==> src/rtl/afifo_ctrl_pkg.sv <==
// Shared types and helpers for the AFIFO push/pop controllers.
package afifo_ctrl_pkg;

    typedef enum logic [1:0] {
        IDLE  = 2'd0,
        GRANT = 2'd1,
        FLUSH = 2'd2
    } arb_state_t;

    localparam int OVR_CNT_W = 8;

    // Index width for a requester set; never narrower than one bit.
    function automatic int clog2_w(input int n);
        return (n <= 2) ? 1 : $clog2(n);
    endfunction

endpackage

==> src/rtl/afifo_push_arbiter_rr_pick.sv <==
// Combinational round-robin select: first valid index at or after ptr, wrapping.
module rr_pick #(
    parameter int N = 4,
    parameter int W = 2
) (
    input  logic [N-1:0] valid,
    input  logic [W-1:0] ptr,
    output logic         found,
    output logic [W-1:0] idx
);

    logic [W-1:0] cand;

    always_comb begin
        found = 1'b0;
        idx   = '0;
        cand  = '0;
        for (int k = 0; k < N; k++) begin
            cand = W'((int'(ptr) + k) % N);
            if (!found && valid[cand]) begin
                found = 1'b1;
                idx   = cand;
            end
        end
    end

endmodule

==> src/rtl/afifo_push_arbiter.sv <==
// Push-side controller for one AFIFO_18K_BLK: round-robin burst arbitration and flush sequencing.
// Optional overrun event counter enabled by AFIFO_PUSH_ARB_OVR_CNT_EN.
module afifo_push_arbiter
    import afifo_ctrl_pkg::*;
#(
    parameter int NUM_REQ      = 4,
    parameter int DATA_WIDTH   = 18,
    parameter int BURST_MAX    = 8,
    parameter int FLUSH_CYCLES = 4
) (
    input  logic                           clock0,
    input  logic                           reset_n,
    input  logic [NUM_REQ-1:0]             in_valid,
    input  logic [NUM_REQ-1:0]             in_last,
    input  logic [NUM_REQ*DATA_WIDTH-1:0]  in_data,
    output logic [NUM_REQ-1:0]             in_ready,
    input  logic                           flush_req,
    output logic                           flush_busy,
    input  logic                           Full,
    input  logic                           Almost_Full,
    input  logic                           Overrun_Error,
    output logic [DATA_WIDTH-1:0]          DIN,
    output logic                           PUSH,
    output logic                           Async_Flush,
    output logic [clog2_w(NUM_REQ)-1:0]    grant_id,
    output logic [OVR_CNT_W-1:0]           overrun_cnt,
    output logic [1:0]                     dbg_state
);

    localparam int GW = clog2_w(NUM_REQ);

    arb_state_t    state;
    logic [GW-1:0] rr_ptr;
    logic [GW-1:0] rr_next;
    logic [7:0]    beat_cnt;
    logic [3:0]    flush_cnt;
    logic          pick_found;
    logic [GW-1:0] pick_idx;
    logic          accept;
    logic          burst_end;

    rr_pick #(.N(NUM_REQ), .W(GW)) u_rr_pick (
        .valid (in_valid),
        .ptr   (rr_ptr),
        .found (pick_found),
        .idx   (pick_idx)
    );

    // Hold back when the FIFO is full, or when the push already in flight takes the last slot.
    always_comb begin
        in_ready = '0;
        if (state == GRANT)
            in_ready[grant_id] = !Full && !(PUSH && Almost_Full);
    end

    assign accept    = in_valid[grant_id] && in_ready[grant_id];
    assign burst_end = accept && (in_last[grant_id] || (beat_cnt == 8'(BURST_MAX - 1)));
    assign rr_next   = (int'(grant_id) == NUM_REQ - 1) ? '0 : grant_id + 1'b1;

    // Any flush_req outside FLUSH enters FLUSH on the next edge, so the pending window is that edge.
    assign flush_busy = (state == FLUSH);
    assign dbg_state  = state;

    always_ff @(posedge clock0 or negedge reset_n) begin
        if (!reset_n) begin
            state       <= IDLE;
            rr_ptr      <= '0;
            beat_cnt    <= '0;
            flush_cnt   <= '0;
            grant_id    <= '0;
            DIN         <= '0;
            PUSH        <= 1'b0;
            Async_Flush <= 1'b0;
        end else begin
            PUSH <= accept;
            if (accept)
                DIN <= in_data[int'(grant_id)*DATA_WIDTH +: DATA_WIDTH];

            case (state)
                IDLE: begin
                    if (flush_req) begin
                        state       <= FLUSH;
                        Async_Flush <= 1'b1;
                        flush_cnt   <= '0;
                    end else if (pick_found) begin
                        grant_id <= pick_idx;
                        state    <= GRANT;
                    end
                end
                GRANT: begin
                    if (flush_req) begin
                        state       <= FLUSH;
                        Async_Flush <= 1'b1;
                        flush_cnt   <= '0;
                        rr_ptr      <= rr_next;
                        beat_cnt    <= '0;
                    end else if (burst_end) begin
                        rr_ptr   <= rr_next;
                        beat_cnt <= '0;
                        state    <= IDLE;
                    end else if (accept) begin
                        beat_cnt <= beat_cnt + 1'b1;
                    end
                end
                FLUSH: begin
                    if (flush_cnt == 4'(FLUSH_CYCLES - 1)) begin
                        Async_Flush <= 1'b0;
                        state       <= IDLE;
                    end else begin
                        flush_cnt <= flush_cnt + 1'b1;
                    end
                end
                default: state <= IDLE;
            endcase
        end
    end

`ifdef AFIFO_PUSH_ARB_OVR_CNT_EN
    logic ovr_d;

    always_ff @(posedge clock0 or negedge reset_n) begin
        if (!reset_n) begin
            ovr_d       <= 1'b0;
            overrun_cnt <= '0;
        end else begin
            ovr_d <= Overrun_Error;
            if (Async_Flush)
                overrun_cnt <= '0;
            else if (Overrun_Error && !ovr_d && (overrun_cnt != '1))
                overrun_cnt <= overrun_cnt + 1'b1;
        end
    end
`else
    logic ovr_unused;
    assign ovr_unused  = Overrun_Error;
    assign overrun_cnt = '0;
`endif

endmodule

==> config.mk <==
export PLATFORM = sky130hd
export DESIGN_NAME = afifo_push_arbiter
export DESIGN_NICKNAME = d
export VERILOG_FILES = /design/src/rtl/afifo_ctrl_pkg.sv /design/src/rtl/afifo_push_arbiter_rr_pick.sv /design/src/rtl/afifo_push_arbiter.sv
export SDC_FILE = /design/constraint.sdc
export NUM_CORES = 1
export LEC_CHECK = 0
export CORE_MARGIN = 3
export CORE_UTILIZATION = 40
export DETAILED_ROUTE_END_ITERATION = 6
export PLACE_DENSITY = 0.81
export SYNTH_ARGS = -nofsm -noshare
export SYNTH_HDL_FRONTEND = slang
export SYNTH_SLANG_ARGS = --single-unit
==> constraint.sdc <==
create_clock -name clock0 -period 2.8 [get_ports clock0]
set_input_delay 0.42 -clock clock0 [delete_from_list [all_inputs] [get_ports clock0]]
set_output_delay 0.42 -clock clock0 [all_outputs]
set_load 0.02 [all_outputs]
### After elaboration in Yosys (flattened, before gate mapping)

Cells that the tools add are included.

| operators by class | value |
|---|---|
| muxes and demuxes | 43 |
| bitwise gates (word level) | 2 |
| shift operators | 1 |
| equal/unequal tests | 10 |
| $mul | 1 |
| reduce and logical (&&, ||, !) cells | 25 |
| order comparisons | 6 |
| $add $sub $neg | 6 |

Operators by type and width:

| cell | count |
|---|---|
| $shiftx 72x8->18 | 1 |
| $mux 2 | 12 |
| $mux 8 | 3 |
| $lt 2x3->1 const B | 5 |
| $bmux 1 s2 | 7 |
| $mux 1 | 14 |
| $mux 4 | 3 |
| $reduce_and 3->1 | 4 |
| $add 8x1->8 const B | 1 |
| $eq 8x3->1 const B | 1 |
| $logic_and 1x1->1 | 8 |
| $pmux 4 s2 | 1 |
| $mul 2x4->6 const B | 1 |
| $ne 3x3->1 const B | 2 |
| $pmux 2 s3 | 1 |
| $logic_not 1->1 | 5 |
| $add 2x1->2 const B | 2 |
| $add 2x2->2 const B | 2 |
| $add 4x1->4 const B | 1 |
| $and 4x4->4 | 1 |
| $eq 2x1->1 const B | 2 |
| $eq 4x2->1 const B | 1 |
| $ne 2x1->1 const B | 2 |
| $reduce_and 2->1 | 2 |
| 11 further kinds | 12 |

| word-level totals | value |
|---|---|
| register bits after elaboration | 38 |
| input port bits | 86 |

### Logic depth before layout (Yosys ltp)

Gate-level depths: netlist of run 1.

| depth | value |
|---|---|
| depth in word-level cells | 15 |
| gate-level depth with buffers | 8 |

### Cells and area by module

From an unflattened synthesis of run 1, not the netlist that was laid out.

| second synthesis, totals | value |
|---|---|
| cell total of the unflattened synthesis | 210 |
| area total of the unflattened synthesis | 2461.1 um2 |

Modules (own cells, without submodules):

| module | area each (um2) | times used | cells an instance | seq. area each (um2) |
|---|---|---|---|---|
| afifo_push_arbiter | 2383.5 | 1 | 195 | 950.9 |
| rr_pick | 77.6 | 1 | 15 | 0.0 |

### Worst setup path before layout of run 1

OpenSTA, ideal clock, no wires.

| path | value |
|---|---|
| kind | register to register |
| start | register grant_id[0] |
| end | register DIN[0] |
| arrival | 2.216 ns |
| stages on the path, launching flop included | 9 |
| data required time | 2.675 ns |
| buffers on the path | 2 |
| period minus slack after synthesis | 2.341 ns |
| setup slack | 0.459 ns |
| cells stage by stage | dfrtp_1 > inv_2 > ha_1 > and2_1 > mux4_2 > and2_1 > buf_6 > buf_6 > mux2_4 |

| between the ends | value |
|---|---|
| longest elaborated chain between the ends | 9 |

RTL lines:

| element | line | RTL |
|---|---|---|
| start: declaration | afifo_push_arbiter.sv:25 | `output logic [clog2_w(NUM_REQ)-1:0] grant_id,` |
| start signal: assignment | afifo_push_arbiter.sv:86 | `grant_id <= pick_idx;` |
| $lt 2x3->1 (implied by the code) / $ge 2x1->1 (equally long branches) | afifo_push_arbiter.sv:53 | `in_ready[grant_id] = !Full && !(PUSH && Almost_Full);` |
| $logic_and 1x1->1 | afifo_push_arbiter.sv:53 |  |
| $mux 1 (implied by the code) | afifo_push_arbiter.sv:53 |  |
| $demux 1 s2 | afifo_push_arbiter.sv:53 |  |
| $and 4x4->4 (no line) | - |  |
| $mux 4 | afifo_push_arbiter.sv:52 | `if (state == GRANT)` |
| $bmux 1 s2 | afifo_push_arbiter.sv:56 | `assign accept = in_valid[grant_id] && in_ready[grant_id];` |
| $mux 1 (implied by the code) | afifo_push_arbiter.sv:56 |  |
| $logic_and 1x1->1 (*) | afifo_push_arbiter.sv:56 |  |
| via accept | afifo_push_arbiter.sv:39 | `logic accept;` |
| end signal: assignment | afifo_push_arbiter.sv:77 | `DIN <= in_data[int'(grant_id)*DATA_WIDTH +: DATA_WIDTH];` |
| end: declaration | afifo_push_arbiter.sv:22 | `output logic [DATA_WIDTH-1:0] DIN,` |

Mark *: on every way through the listed nets, which the timed path passes. The rest lies on a longest branch. The select of a mux whose other input is x is not followed.
A chain may end at the register's enable or synchronous reset.

### Worst setup path in the final report of run 1

| path | value |
|---|---|
| start | register grant_id[1] |
| end | register DIN[5] |

| between the ends | value |
|---|---|
| longest elaborated chain between the ends | 9 |

RTL lines:

| element |
|---|
| branches (longest 9 deep; another with $mul 2x4->6) |

Parallel ways; which one is timed is not known. The select of a mux whose other input is x is not followed.

==> results.py, run 1 <==
metrics = {
    "timing": {
        "fin_hold_ws_ns": 0.2380,
        "fmax_ghz": 0.3955,
        "drv_slew": 0,
        "skew_ns": 0.004255,
        "period_share": 0.9030,
        "post-route-min-period_ns": 2.528,
        "tns_ns": 0,
        "finalHoldViolCount": 0,
        "setup_viol": 0,
        "worst_pin_slew_ns": 0.8441,
        "slew_headroom": 0.4373,
        "grt_setup_unrepaired": "no",
    },
    "synthesis": {
        "synth_top_family_by_area": "multiplexers",
        "yosysUniqueCellTypes": 43,
        "synthCells": 199,
        "synth-simple-area-share": 0.1165,
        "synth_compound_area_frac": 0.09048,
        "postSynthAreaPerCell_um2": 12.09,
        "yosys_warnings": 0,
        "synth_mux_area_frac": 0.3032,
        "synth_seq_cells": 38,
        "yosysSeqAreaShare": 0.3952,
        "yosys.area_share.adder": 0.03120,
        "synth_flop_cell": "dfrtp_1",
        "synth-edff-count": 0,
        "synthArstFlopShare": 1.000,
        "synth_area_um2": 2406,
        "synth_xor_area_frac": 0.003640,
    },
    "worst_setup_path": {
        "endpoint_kind": "flip-flop",
        "path_buf_inv": 2,
        "cp_cell_sequence": "inv_1 -> ha_1 -> and2_1 -> mux4_2 -> and2_1 -> buf_12 -> mux2_1",
        "cp-start-kind": "flip-flop",
        "critical_path.startpoint": "grant_id[1]",
        "crit_end": "DIN[5]",
        "max_stage_delay_ns": 0.55,
        "arrival_ns": 2.70,
        "slowest_stage": "dfrtp_1",
        "cp.depth": 7,
        "worstSetupPathType": "flip-flop to flip-flop",
        "r2r-end": "DIN[5]",
        "critPathTopFamily": "multiplexers",
        "r2r_cells": 7,
        "r2r_start": "grant_id[1]",
        "regToRegSetupSlack_ns": 0.27,
        "cp_common_cell": "and2_1",
        "cp_data_required_time_ns": 2.97,
        "worstPathMaxFanout": 16,
    },
    "power_and_ir_drop": {
        "post-layout-total-power_uw": 2829,
        "internal-power_uw": 1881,
        "clockPowerShare": 0.201,
        "p_switching_uw": 947.3,
        "swShare": 0.3349,
        "power.share.combinational": 0.501,
        "ir_drop_uv": 368.9,
        "powerDensity_nw_per_um2": 754.4,
        "p_leak_uw": 0.001573,
        "power_frac_seq": 0.298,
    },
    "grt": {
        "grt_pass1_vias": 2103,
        "grt_max_degree": 39,
        "grt.total_usage": 0.1874,
        "grt_first_pass_wirelength_um": 10430,
        "antenna_found_initial": 0,
        "grt_overflow_total": 0,
    },
    "run_status": {
        "outcome": "completed",
    },
    "hold_path": {
        "holdCritPathClass": "input pin to async pin",
    },
    "cells_and_area": {
        "final_cell_mix": "clkdlybuf4s50_1 (112), dfrtp_1 (38), mux4_2 (20), o21ai_1 (12)",
        "final_common_cell": "clkdlybuf4s50_1",
        "nFillCells": 429,
        "synthToLayoutAreaGrowth_pct": 55.85,
        "diodes": 0,
        "fin_nets": 409,
        "drive_gt1_frac": 0.1541,
    },
    "clock_tree": {
        "cts_sinks": 38,
        "clockBufferDepth": 2,
        "ctsHoldBuffers": 0,
        "ctsRootBufferMaster": "clkbuf_8",
        "numCtsBuffers": 5,
        "cts_setup_buffers": 0,
        "clock_latency_ns": 0.29,
        "clk_pin_slew_ns": 0.07,
        "cts_tree": "yes",
        "cts_resized": 0,
        "cts.htree.levels": 2,
    },
    "drt": {
        "wirelength_um": 6228,
        "via_per_inst": 5.246,
        "drt_iter0_drc": 144,
        "drtAntennaViolNets": 0,
        "drc": 0,
        "num_vias": 2046,
        "first_pass_iters": 4,
        "detail_route.wl_per_cell_um": 15.97,
    },
    "floorplanning": {
        "start_util": 0.4239,
        "die_y_um": 83.56,
        "io_pins": 123,
        "die-area_um2": 6981,
        "core_um2": 5675,
        "num_rows": 27,
        "die_w_um": 83.56,
    },
    "run": {
        "max_cap_violations": 0,
    },
    "placement": {
        "place.gp.congestion": 0.8037,
        "dpl.hpwl_um": 5055,
        "portBuffers": 113,
    },
}
per-layer routing:
| layer | vias up | GRT usage | wire length (µm) |
|---|---|---|---|
| met5 | - | 0 | 0 |
| met4 | 0 | 0.05848 | 109 |
| met3 | 9 | 0.05133 | 472 |
| met2 | 93 | 0.3236 | 3163 |
| met1 | 986 | 0.2277 | 2482 |
| li1 | 958 | - | - |
state kept, by name (all words and copies together) (netlist names):
name,cells
PUSH,1
beat_cnt,8
dbg_state,2
flush_cnt,4
DIN,18
Async_Flush,1
rr_ptr,2
grant_id,2
how the worst min path moves through the flow:
stage,startpoint,end
finish,reset_n,DIN[4]
detailed placement,DIN[9],DIN[9]
floorplan,reset_n,Async_Flush
CTS,reset_n,flush_cnt[1]
global route,reset_n,flush_cnt[1]
global placement,DIN[9],DIN[9]
per-stage QoR:
step / std cells / cell area [µm²] / util / setup slack (ns)
2_1_floorplan: 206 / 2432 / - / 0.4590
3_3_place_gp: 382 / 3607 / 0.6356 / 0.3155
3_5_place_dp: 382 / 3607 / 0.6356 / 0.2627
4_1_cts: 390 / 3750 / 0.6607 / 0.2448
5_1_grt: 390 / 3750 / 0.6607 / 0.1135
6_report: 390 / 3750 / 0.6607 / 0.2715
area by class of cell:
cell class	count	area [µm²]	area share
multi-input cells	143	1341	0.3577
repair buffers	120	1191	0.3177
flip-flops and latches	38	950.9	0.2536
well taps	72	90.09	0.02402
clock buffers	6	82.58	0.02202
clock inverters	2	60.06	0.01602
inverters	9	33.78	0.009009
cells in the mapped netlist (2+ instances only):
cell type	number	share of area
nor2_1	11	0.017
nor2b_1	2	0.0052
nand2_1	11	0.017
nand4_1	2	0.0052
buf_6	2	0.0094
o21ai_0	4	0.0083
ha_1	6	0.031
inv_2	2	0.0031
mux4_2	20	0.19
and2_1	9	0.023
dfrtp_1	38	0.40
o22ai_1	2	0.0052
nor4_1	2	0.0052
a21oi_1	4	0.0083
clkbuf_1	4	0.0062
o21ai_1	12	0.025
and3b_1	2	0.0073
o31ai_1	2	0.0062
inv_1	7	0.011
and3_1	3	0.0078
mux2_1	11	0.051
nand3_1	2	0.0042
mux2_4	9	0.056
buf_4	8	0.025
mux2i_1	2	0.0083
nand2b_1	5	0.013
cell families after synthesis:
kind of cell	count (synthesis)
muxes	42
buffers and inverters	25
other	1
and+or+nand+nor	52
DFF	38
adders and majority gates	6
AOI/OAI and AO/OA	34
xor gates and xnor gates	1
power by group through the flow:
stage	logic (µW)	clock network, µW	registers, µW
finish	1420	568	843
global route	1530	613	867
CTS	1440	579	846
detailed placement	1430	0	856
global placement	1410	0	845
floorplan	715	0	976
(Power assumes the default switching activity.)
==> run 2, diff against run 1 <==
--- a/config.mk
+++ b/config.mk
@@ -10,4 +10,6 @@
 export DETAILED_ROUTE_END_ITERATION = 6
 export PLACE_DENSITY = 0.81
+export SKIP_LAST_GASP = 1
+export SLEW_MARGIN = 10
 export SYNTH_ARGS = -nofsm -noshare
 export SYNTH_HDL_FRONTEND = slang
==> constraint.sdc (replaced) <==
create_clock -name clock0 -period 2.8 [get_ports clock0]
set_input_delay 0.84 -clock clock0 [delete_from_list [all_inputs] [get_ports clock0]]
set_output_delay 0.84 -clock clock0 [all_outputs]
set_load 0.02 [all_outputs]
==> results.py, run 2 (synthesis results as in run 1) <==
metrics = {
    "floorplanning": {
        "num_rows": 27,
        "io_pins": 123,
        "die_y_um": 83.56,
        "die-area_um2": 6981,
        "start_util": 0.4239,
        "core_um2": 5675,
        "die_w_um": 83.56,
    },
    "grt": {
        "grt_max_degree": 39,
        "grt.total_usage": 0.1911,
        "grt_first_pass_wirelength_um": 10630,
        "grt_pass1_vias": 2170,
        "antenna_found_initial": 0,
        "grt_overflow_total": 0,
    },
    "hold_path": {
        "holdCritPathClass": "flip-flop to flip-flop",
        "hold_depth": 1,
    },
    "timing": {
        "finalWorstSetupSlack_ns": 0.06671,
        "fin_hold_ws_ns": 0.4818,
        "period_share": 0.9762,
        "slew_headroom": 0.4209,
        "drv_slew": 0,
        "skew_ns": 0.009542,
        "worst_pin_slew_ns": 0.8687,
        "grt_setup_unrepaired": "no",
        "setup_viol": 0,
        "fmax_ghz": 0.3659,
        "finalHoldViolCount": 0,
        "post-route-min-period_ns": 2.733,
    },
    "drt": {
        "drtAntennaViolNets": 0,
        "drt_iter0_drc": 112,
        "detail_route.wl_per_cell_um": 16.50,
        "first_pass_iters": 5,
        "wirelength_um": 6534,
        "num_vias": 2098,
        "drc": 0,
        "via_per_inst": 5.298,
    },
    "run_status": {
        "outcome": "completed",
    },
    "worst_setup_path": {
        "cp_data_required_time_ns": 1.96,
        "r2r_start": "grant_id[1]",
        "regToRegSetupSlack_ns": 0.34,
        "cp-start-kind": "input pin",
        "worstPathMaxFanout": 5,
        "endpoint_kind": "output port",
        "worstSetupPathType": "input pin to output port",
        "arrival_ns": 1.89,
        "critical_path.startpoint": "Almost_Full",
        "r2r-end": "rr_ptr[0]",
        "r2r_cells": 7,
        "crit_end": "in_ready[0]",
    },
    "placement": {
        "place_ws_ns": -0.4138,
        "place.gp.congestion": 0.8224,
        "portBuffers": 113,
        "dpl.hpwl_um": 5120,
    },
    "clock_tree": {
        "ctsRootBufferMaster": "clkbuf_8",
        "cts.htree.levels": 2,
        "cts_sinks": 38,
        "cts_tree": "yes",
        "numCtsBuffers": 5,
        "clockBufferDepth": 2,
        "clk_pin_slew_ns": 0.06,
        "clock_latency_ns": 0.29,
    },
    "cells_and_area": {
        "reg_top3": "DIN x18, beat_cnt x8, flush_cnt x4",
        "final_common_cell": "clkdlybuf4s50_1",
        "fin_util": 0.6563,
        "drive_gt1_frac": 0.1790,
        "fin_nets": 416,
        "largest-register": "DIN",
        "largest_reg_flops": 18,
        "diodes": 0,
        "synthToLayoutAreaGrowth_pct": 54.81,
        "final_cell_mix": "clkdlybuf4s50_1 (108), dfrtp_1 (38), mux4_2 (20), buf_4 (13), o21ai_1 (12)",
    },
    "power_and_ir_drop": {
        "p_switching_uw": 952.5,
        "clockPowerShare": 0.133,
        "ir_drop_uv": 358.8,
        "power_frac_seq": 0.314,
        "p_leak_uw": 0.001585,
        "internal-power_uw": 1680,
        "power.share.combinational": 0.552,
        "swShare": 0.3619,
        "powerDensity_nw_per_um2": 706.6,
    },
    "run": {
        "max_cap_violations": 0,
    },
}
[run 2: cell types whose count changed in the layout (fill, tap and decap cells not counted)]
cell | before | now
and2_1 | 9 | 8
bufinv_16 | 2 | 0
and2_4 | 0 | 1
clkbuf_1 | 0 | 2
clkdlybuf4s50_1 | 112 | 108
clkbuf_8 | 6 | 5
buf_4 | 6 | 13
buf_6 | 0 | 1
buf_2 | 1 | 4
[run 2: layout make-up]
cell class                 instances  area, µm²
tap                               72      90.09
inverter                           9      33.78
clock buffer                       7      76.32
sequential                        38      950.9
multi-input combinational        143       1344
timing repair buffer             127       1230
fill                             471       1951
[run 2: worst max-delay path, cell delays in order]
cell and delay (ns):
clkdlybuf4s50_1 0.41, a211oi_2 0.18, buf_4 0.17, and2_1 0.13
buf_2 0.16
[run 2: how the worst min path moves through the flow]
stage	start	slack, ns	endpoint
floorplan	beat_cnt[7]	0.44	beat_cnt[7]
global placement	DIN[9]	0.47	DIN[9]
detailed placement	beat_cnt[7]	0.47	beat_cnt[7]
CTS	beat_cnt[7]	0.49	beat_cnt[7]
global route	beat_cnt[7]	0.50	beat_cnt[7]
finish	DIN[6]	0.48	DIN[6]
[run 2: what timing repair did]
action | CTS | global route
setup endpoints to repair | 4 | 4
hold buffers | 0 | 0
setup buffers | 1 | 0
gates resized for setup | 15 | 4
pin swaps | 0 | 1
cloned | 0 | 0
[run 2: metrics by stage]
step,cells,instance area [µm²],setup TNS (ns),total power [µW]
final,396,3725,0,2632
after global routing,396,3725,0,2805
after CTS,396,3722,-0.07449,2663
after detailed placement,388,3652,-2.136,2303
after global placement,388,3652,-1.470,2270
after floorplan,206,2432,0,1691
[run 2: layer usage]
layer / up-vias / global-route usage / wire [µm]
met5: - / 0 / 0
met3: 8 / 0.05429 / 461
met4: 0 / 0.06871 / 92
met2: 97 / 0.3302 / 3353
li1: 972 / - / -
met1: 1021 / 0.2268 / 2627
[run 2: power groups by stage]
stage | registers [µW] | logic (µW) | clock network (µW)
finish | 827 | 1450 | 351
global route | 850 | 1570 | 384
CTS | 828 | 1470 | 361
detailed placement | 837 | 1470 | 0
global placement | 827 | 1440 | 0
floorplan | 976 | 715 | 0
